<file path="src/rtl/bp_update_ctrl.sv">
// bp_update_ctrl: sequencing controller for the gshare predictor's BTB/PHT
// write port.
//
// After reset, or on a clearReq pulse while running, it sweeps every table
// index with clear commands and holds predEnable low until the sweep ends.
// Outside the sweep it buffers EX branch resolutions in a small FIFO and
// issues them one per accepted valid/ready handshake, in push order.
//
// Ports:
//   clk, rst             clock (rising edge) and synchronous active-high reset
//   exBranch/exTaken/    resolved branch from EX (push request and payload)
//   exPc/exTarget
//   exStall              buffer full, EX must hold its branch
//   clearReq             one-cycle full table clear request (honoured in RUN)
//   updValid/updReady    command handshake towards the predictor
//   updInit/updIndex     clear command and its index (index 0 for updates)
//   updPc/updTaken/      branch update payload (FIFO head)
//   updTarget
//   predEnable           fetch predictions allowed
//   busy                 sweeping, or updates still buffered
//
// Optional build macro BP_UPD_STATS_EN adds statUpdates, statStallCycles and
// statClears counters.
module bp_update_ctrl #(
  parameter int BTB_ENTRIES = 128,
  parameter int PHT_ENTRIES = 1024,
  parameter int FIFO_DEPTH  = 4,
  parameter int IDX_W       = $clog2((BTB_ENTRIES > PHT_ENTRIES) ? BTB_ENTRIES : PHT_ENTRIES)
) (
  input  logic              clk,
  input  logic              rst,
  input  logic              exBranch,
  input  logic              exTaken,
  input  logic [31:0]       exPc,
  input  logic [31:0]       exTarget,
  output logic              exStall,
  input  logic              clearReq,
  output logic              updValid,
  input  logic              updReady,
  output logic              updInit,
  output logic [IDX_W-1:0]  updIndex,
  output logic [31:0]       updPc,
  output logic              updTaken,
  output logic [31:0]       updTarget,
  output logic              predEnable,
  output logic              busy
`ifdef BP_UPD_STATS_EN
  ,
  output logic [31:0]       statUpdates,
  output logic [31:0]       statStallCycles,
  output logic [15:0]       statClears
`endif
);

  localparam int PTR_W = $clog2(FIFO_DEPTH);
  localparam logic [IDX_W-1:0] IDX_LAST = {IDX_W{1'b1}};
  localparam logic [IDX_W-1:0] IDX_ONE  = IDX_W'(1);
  localparam logic [PTR_W-1:0] PTR_ONE  = PTR_W'(1);
  localparam logic [PTR_W:0]   OCC_ONE  = (PTR_W + 1)'(1);
  localparam logic [PTR_W:0]   OCC_FULL = (PTR_W + 1)'(FIFO_DEPTH);

  typedef enum logic [0:0] {
    ST_INIT = 1'b0,
    ST_RUN  = 1'b1
  } state_t;

  // Architectural state
  state_t            state_r;
  logic [IDX_W-1:0]  idx_r;
  logic [PTR_W-1:0]  wr_ptr_r;
  logic [PTR_W-1:0]  rd_ptr_r;
  logic [PTR_W:0]    occ_r;

  // Registered outputs
  logic              pred_en_r;
  logic              stall_r;
  logic              valid_r;
  logic              init_r;
  logic [IDX_W-1:0]  index_r;
  logic [31:0]       pc_r;
  logic              taken_r;
  logic [31:0]       target_r;
  logic              busy_r;

  // FIFO storage (no reset needed; occupancy qualifies the contents)
  logic [31:0]           pc_mem     [FIFO_DEPTH];
  logic [31:0]           target_mem [FIFO_DEPTH];
  logic [FIFO_DEPTH-1:0] taken_mem;

  // Handshake / control decode
  logic accept_s;
  logic pop_s;
  logic push_s;
  logic clear_s;

  // Next-state values
  state_t            state_n;
  logic [IDX_W-1:0]  idx_n;
  logic              pred_en_n;
  logic [PTR_W-1:0]  wr_ptr_n;
  logic [PTR_W-1:0]  rd_ptr_n;
  logic [PTR_W:0]    occ_n;
  logic [PTR_W:0]    occ_after_pop_s;
  logic [31:0]       head_pc_s;
  logic              head_taken_s;
  logic [31:0]       head_target_s;
  logic              valid_n;
  logic              init_n;
  logic [IDX_W-1:0]  index_n;
  logic [31:0]       pc_n;
  logic              taken_n;
  logic [31:0]       target_n;

  assign accept_s = valid_r & updReady;
  // Only branch updates pop; clear commands never touch the FIFO.
  assign pop_s    = accept_s & ~init_r;
  assign clear_s  = clearReq & (state_r == ST_RUN);
  // A push is blocked while full and dropped when it coincides with a clear.
  assign push_s   = exBranch & ~stall_r & ~clear_s;

  // Sweep sequencing and state transitions
  always_comb begin
    state_n   = state_r;
    idx_n     = idx_r;
    pred_en_n = pred_en_r;
    case (state_r)
      ST_INIT: begin
        if (accept_s) begin
          if (idx_r == IDX_LAST) begin
            state_n   = ST_RUN;
            idx_n     = '0;
            pred_en_n = 1'b1;
          end else begin
            idx_n = idx_r + IDX_ONE;
          end
        end else begin
          idx_n = idx_r;
        end
      end
      ST_RUN: begin
        if (clear_s) begin
          state_n   = ST_INIT;
          idx_n     = '0;
          pred_en_n = 1'b0;
        end else begin
          state_n = ST_RUN;
        end
      end
      default: begin
        state_n   = ST_INIT;
        idx_n     = '0;
        pred_en_n = 1'b0;
      end
    endcase
  end

  // FIFO pointer and occupancy update
  always_comb begin
    wr_ptr_n = wr_ptr_r;
    rd_ptr_n = rd_ptr_r;
    occ_n    = occ_r;
    if (clear_s) begin
      wr_ptr_n = '0;
      rd_ptr_n = '0;
      occ_n    = '0;
    end else begin
      if (push_s) begin
        wr_ptr_n = wr_ptr_r + PTR_ONE;
      end else begin
        wr_ptr_n = wr_ptr_r;
      end
      if (pop_s) begin
        rd_ptr_n = rd_ptr_r + PTR_ONE;
      end else begin
        rd_ptr_n = rd_ptr_r;
      end
      case ({push_s, pop_s})
        2'b10:   occ_n = occ_r + OCC_ONE;
        2'b01:   occ_n = occ_r - OCC_ONE;
        default: occ_n = occ_r;
      endcase
    end
  end

  // Next head of FIFO: if it drains to empty this cycle, the entry being
  // written now becomes the head and is loaded straight into the output
  // register (the array write lands on the same edge).
  always_comb begin
    occ_after_pop_s = pop_s ? (occ_r - OCC_ONE) : occ_r;
    if (occ_after_pop_s == '0) begin
      head_pc_s     = exPc;
      head_taken_s  = exTaken;
      head_target_s = exTarget;
    end else begin
      head_pc_s     = pc_mem[rd_ptr_n];
      head_taken_s  = taken_mem[rd_ptr_n];
      head_target_s = target_mem[rd_ptr_n];
    end
  end

  // Output command selection for the next cycle
  always_comb begin
    valid_n  = 1'b0;
    init_n   = 1'b0;
    index_n  = '0;
    pc_n     = 32'h0000_0000;
    taken_n  = 1'b0;
    target_n = 32'h0000_0000;
    if (state_n == ST_INIT) begin
      valid_n = 1'b1;
      init_n  = 1'b1;
      index_n = idx_n;
    end else begin
      valid_n  = (occ_n != '0);
      pc_n     = head_pc_s;
      taken_n  = head_taken_s;
      target_n = head_target_s;
    end
  end

  // FIFO storage write
  always_ff @(posedge clk) begin
    if (push_s) begin
      pc_mem[wr_ptr_r]     <= exPc;
      taken_mem[wr_ptr_r]  <= exTaken;
      target_mem[wr_ptr_r] <= exTarget;
    end
  end

  // State and registered-output update
  always_ff @(posedge clk) begin
    if (rst) begin
      state_r   <= ST_INIT;
      idx_r     <= '0;
      wr_ptr_r  <= '0;
      rd_ptr_r  <= '0;
      occ_r     <= '0;
      pred_en_r <= 1'b0;
      stall_r   <= 1'b0;
      valid_r   <= 1'b0;
      init_r    <= 1'b0;
      index_r   <= '0;
      pc_r      <= 32'h0000_0000;
      taken_r   <= 1'b0;
      target_r  <= 32'h0000_0000;
      busy_r    <= 1'b1;
    end else begin
      state_r   <= state_n;
      idx_r     <= idx_n;
      wr_ptr_r  <= wr_ptr_n;
      rd_ptr_r  <= rd_ptr_n;
      occ_r     <= occ_n;
      pred_en_r <= pred_en_n;
      stall_r   <= (occ_n == OCC_FULL);
      valid_r   <= valid_n;
      init_r    <= init_n;
      index_r   <= index_n;
      pc_r      <= pc_n;
      taken_r   <= taken_n;
      target_r  <= target_n;
      busy_r    <= (state_n == ST_INIT) | (occ_n != '0);
    end
  end

  assign exStall    = stall_r;
  assign updValid   = valid_r;
  assign updInit    = init_r;
  assign updIndex   = index_r;
  assign updPc      = pc_r;
  assign updTaken   = taken_r;
  assign updTarget  = target_r;
  assign predEnable = pred_en_r;
  assign busy       = busy_r;

`ifdef BP_UPD_STATS_EN
  logic [31:0] stat_upd_r;
  logic [31:0] stat_stall_r;
  logic [15:0] stat_clr_r;

  // Statistics counters; they wrap and survive clearReq
  always_ff @(posedge clk) begin
    if (rst) begin
      stat_upd_r   <= 32'd0;
      stat_stall_r <= 32'd0;
      stat_clr_r   <= 16'd0;
    end else begin
      if (pop_s) begin
        stat_upd_r <= stat_upd_r + 32'd1;
      end
      if (exBranch & stall_r) begin
        stat_stall_r <= stat_stall_r + 32'd1;
      end
      if (clear_s) begin
        stat_clr_r <= stat_clr_r + 16'd1;
      end
    end
  end

  assign statUpdates     = stat_upd_r;
  assign statStallCycles = stat_stall_r;
  assign statClears      = stat_clr_r;
`endif

endmodule

</file>
<file path="config.mk">
export PLATFORM = sky130hd
export DESIGN_NAME = bp_update_ctrl
export DESIGN_NICKNAME = d
export VERILOG_FILES = /design/src/rtl/bp_update_ctrl.sv
export SDC_FILE = /design/constraint.sdc
export NUM_CORES = 1
export LEC_CHECK = 0
export ABC_CLOCK_PERIOD_IN_PS = 5350
export BUFFER_PORTS_ARGS = -buffer_cell sky130_fd_sc_hd__clkbuf_2
export CAP_MARGIN = 30
export CORE_MARGIN = 3
export CORE_UTILIZATION = 35
export DETAILED_ROUTE_END_ITERATION = 8
export GPL_TIMING_DRIVEN = 0
export HOLD_SLACK_MARGIN = 0.05
export PLACE_DENSITY = 0.53
export SLEW_MARGIN = 5
export SYNTH_ARGS = -nofsm -noshare
export SYNTH_HDL_FRONTEND = slang
export SYNTH_SLANG_ARGS = --single-unit
</file>
<file path="constraint.sdc">
create_clock -name clk -period 5.35 [get_ports clk]
set_input_delay 0.535 -clock clk [delete_from_list [all_inputs] [get_ports clk]]
set_output_delay 0.535 -clock clk [all_outputs]
set_load 0.03 [all_outputs]
</file>
==> flow_summary.ini <==
[cells_and_area]
fill_cells = 4331
multiInputGateArea_sq_um = 5719
nets = 1544
fin_area_sq_um = 19040
seq_area_sq_um = 9769
layout-drive-gt1-share = 0.2707
area_delta_synth_final_pct = 17.95

[placement]
gp_congestion = 0.7531
post_dp_cell_area_sq_um = 17750
port_buffers = 148
dp_hpwl_um = 28930

[grt]
grt_pass1_wl_um = 68270
grt_pass1_vias = 11480
antenna_found_initial = 3
grt_use_total = 0.1845
grt_max_degree = 39
grt_overflow = 0

[hold_path]
min_to = taken_mem[2]
min_path_type = input pin to register
whs_path_depth = 1
min_from = exTaken

[clock_tree]
tritoncts = built
cts_made_buffers = 40
postCtsResizedCells = 0
clock_path_buffers = 3
cts.sinks = 358
htree_levels = 2
root_buffer = clkbuf_16
worstSkewPairLatency_ns = 0.56
cts_hold_buf = 0
path_clk_slew_ns = 0.06
post_cts_buffers = 0

[worst_setup_path]
crit_type = register to register
max_stage_delay_ns = 0.38
path_max_fanout = 10
rrSetupSlack_ns = 2.42
r2r_end = exStall
worstSetupEndpointType = register
r2r_cells = 10
critPathLaunchType = register
r2r_start = updValid
cp_top_family = buffers and inverters
cp_data_arrival_time_ns = 3.42
path_cells = and3b_1 -> buf_2 -> buf_4 -> buf_2 -> ha_1 -> nor2_1 -> mux2i_1 -> o221a_2 -> nor2_1 -> o21a_1
cp_data_required_time_ns = 5.84
slowest_stage = dfxtp_1
path_buf_inv = 3

[timing]
totalNegativeSetupSlack_ns = 0
worst_pin_slew_ns = 0.9698
fmax_ghz = 0.3416
relSlewSlack = 0.3535
fin_worst_skew_ns = 0.01973
fin_crit_sh = 0.5471
slew_viol_final = 0
hold_violations = 0
rsz0062_at_grt = false
fin_crit_ns = 2.927
setup_viol = 0

[power_and_ir_drop]
ir_drop_uv = 234.3
power_density_nw_per_um2 = 336.5
p_leak_nw = 6.958

[route]
first_pass_iters = 5
dr_wl_met2_um = 22210
vias = 11380
wl_met1_um = 20040
routed-wl-met3_um = 2602
drt_iter0_drc = 805
wl_per_cell_um = 21.87
drc = 0
wl_um = 45860
vias_per_cell = 5.426
ant_nets = 0
highest_layer = met5

[die]
row_count = 78
core-area_sq_um = 45480
fp.dieW_um = 220.7
die_area_sq_um = 48720
die_h_um = 220.7
start_util = 0.3549
io_pins = 150

[status]
status = finished, final reports clean

[synthesis]
synth_cells = 1271
synth_top_area_cell = edfxtp_1
async_flop_share = 0
postSynthAreaPerCell_sq_um = 12.70
ys_top_cells_by_area = edfxtp_1 (48%), dfxtp_1 (12%), o22ai_1 (8.2%)
synth_cell_types = 53
synth_edf_count = 260
synth_nets = 1350
synth_warnings = 0
synth_top_area_share = 0.4838
synth_area_sq_um = 16140
synth-seq-area-share = 0.6053
synth-seq-cells = 358
synthFlopType = edfxtp_1

[job]
maxCapViolCount = 0
-- metal layers --
layer	global-route usage	up-vias
met5	0	-
met4	0.05652	4
met3	0.03351	66
met2	0.3158	355
met1	0.2386	5651
li1	-	5302
-- cells in the mapped netlist (4+ instances only) --
cell type and number:
nand2_1 82, o21ai_0 10, o22ai_1 212, nor2_1 92, buf_2 48, mux2_1 8, dfxtp_1 98, a21oi_1 10
nand3_1 5, a31oi_1 4, mux2_2 57, xnor2_1 5, nor3_1 7, mux2i_1 69, clkbuf_1 32, buf_8 6
or3_1 4, o22ai_2 50, a211o_1 65, edfxtp_1 260, nor2b_1 69, inv_1 10, ha_1 9, xor2_1 4
and3_1 6, buf_4 17
-- flip-flops by register name (all words and copies together), names as in the netlist --
| name | count |
|---|---|
| updTaken | 1 |
| predEnable | 1 |
| updValid | 1 |
| pc_mem | 128 |
| state_r | 1 |
| exStall | 1 |
| target_mem | 128 |
| updTarget | 32 |
| taken_mem | 4 |
| busy | 1 |
| updPc | 32 |
| updIndex | 10 |
| updInit | 1 |
| wr_ptr_r | 2 |
| rd_ptr_r | 2 |
| occ_r | 3 |
| idx_r | 10 |
-- per-stage QoR --
stage,util,hold WS (ns),instances,power [mW],worst slack [ns]
after global placement,0.3877,0.4909,2019,3.756,0.9095
after detailed placement,0.3902,0.5070,2023,3.773,2.205
final,0.4186,0.2138,2097,6.406,2.423
after CTS,0.4185,0.1814,2096,6.464,2.438
after global routing,0.4185,0.1983,2096,6.636,2.308
after floorplan,-,0.4628,1271,3.560,2.508
-- how the worst max path moves through the flow --
| stage | start | endpoint | slack (ns) | cells past startpoint |
|---|---|---|---|---|
| 2_1_floorplan | exBranch | pc_mem[0][0] | 2.51 | 2 |
| 5_1_grt | updValid | exStall | 2.31 | 10 |
| 3_3_place_gp | clearReq | pc_mem[1][2] | 0.91 | 4 |
| 3_5_place_dp | updReady | exStall | 2.21 | 11 |
| 6_report | updValid | exStall | 2.42 | 10 |
| 4_1_cts | updValid | exStall | 2.44 | 10 |
-- report_power, final --
part | switching, mW | internal (mW)
clock | 1.12 | 1.57
sequential | 0.0446 | 3.09
combinational | 0.370 | 0.217
total | 1.53 | 4.88
-- layout make-up --
cell class | count | share of cell area
inverters | 11 | 0.002300
well taps | 600 | 0.03943
clock inverters | 16 | 0.006375
repair buffers | 152 | 0.04390
flip-flops and latches | 358 | 0.5132
plain buffers | 109 | 0.03293
diodes | 1 | 0.0001314
clock buffers | 57 | 0.06132
multi-input cells | 793 | 0.3004
-- logic make-up (layout without fill, tap and decap cells) --
logic type / Yosys count / count (layout) / share of synthesized area
xor+xnor: 9 / 9 / 0.004884
compound gates: 363 / 363 / 0.1709
fa+ha+maj: 9 / 9 / 0.006977
simple gates: 278 / 278 / 0.08218
flops: 358 / 358 / 0.6053
buf+inv: 120 / 345 / 0.04155
other cells: 0 / 1 / 0
mux: 134 / 134 / 0.08815
-- layout by cell type (no fill, tap or decap), drive strengths merged, types with 3 or more instances in the layout --
| cell type | count |
|---|---|
| buf | 78 |
| nand3 | 5 |
| nand2 | 82 |
| nor3 | 7 |
| mux2i | 69 |
| mux2 | 65 |
| or3 | 4 |
| inv | 12 |
| nor2b | 69 |
| a31oi | 4 |
| and3 | 6 |
| ha | 9 |
| clkinv | 13 |
| dfxtp | 98 |
| nor2 | 92 |
| a21oi | 10 |
| edfxtp | 260 |
| o22ai | 262 |
| o21ai | 11 |
| xnor2 | 5 |
| xor2 | 4 |
| a211o | 65 |
| clkbuf | 238 |
| o31ai | 3 |
No activity file was read; power rests on OpenSTA's default activity.
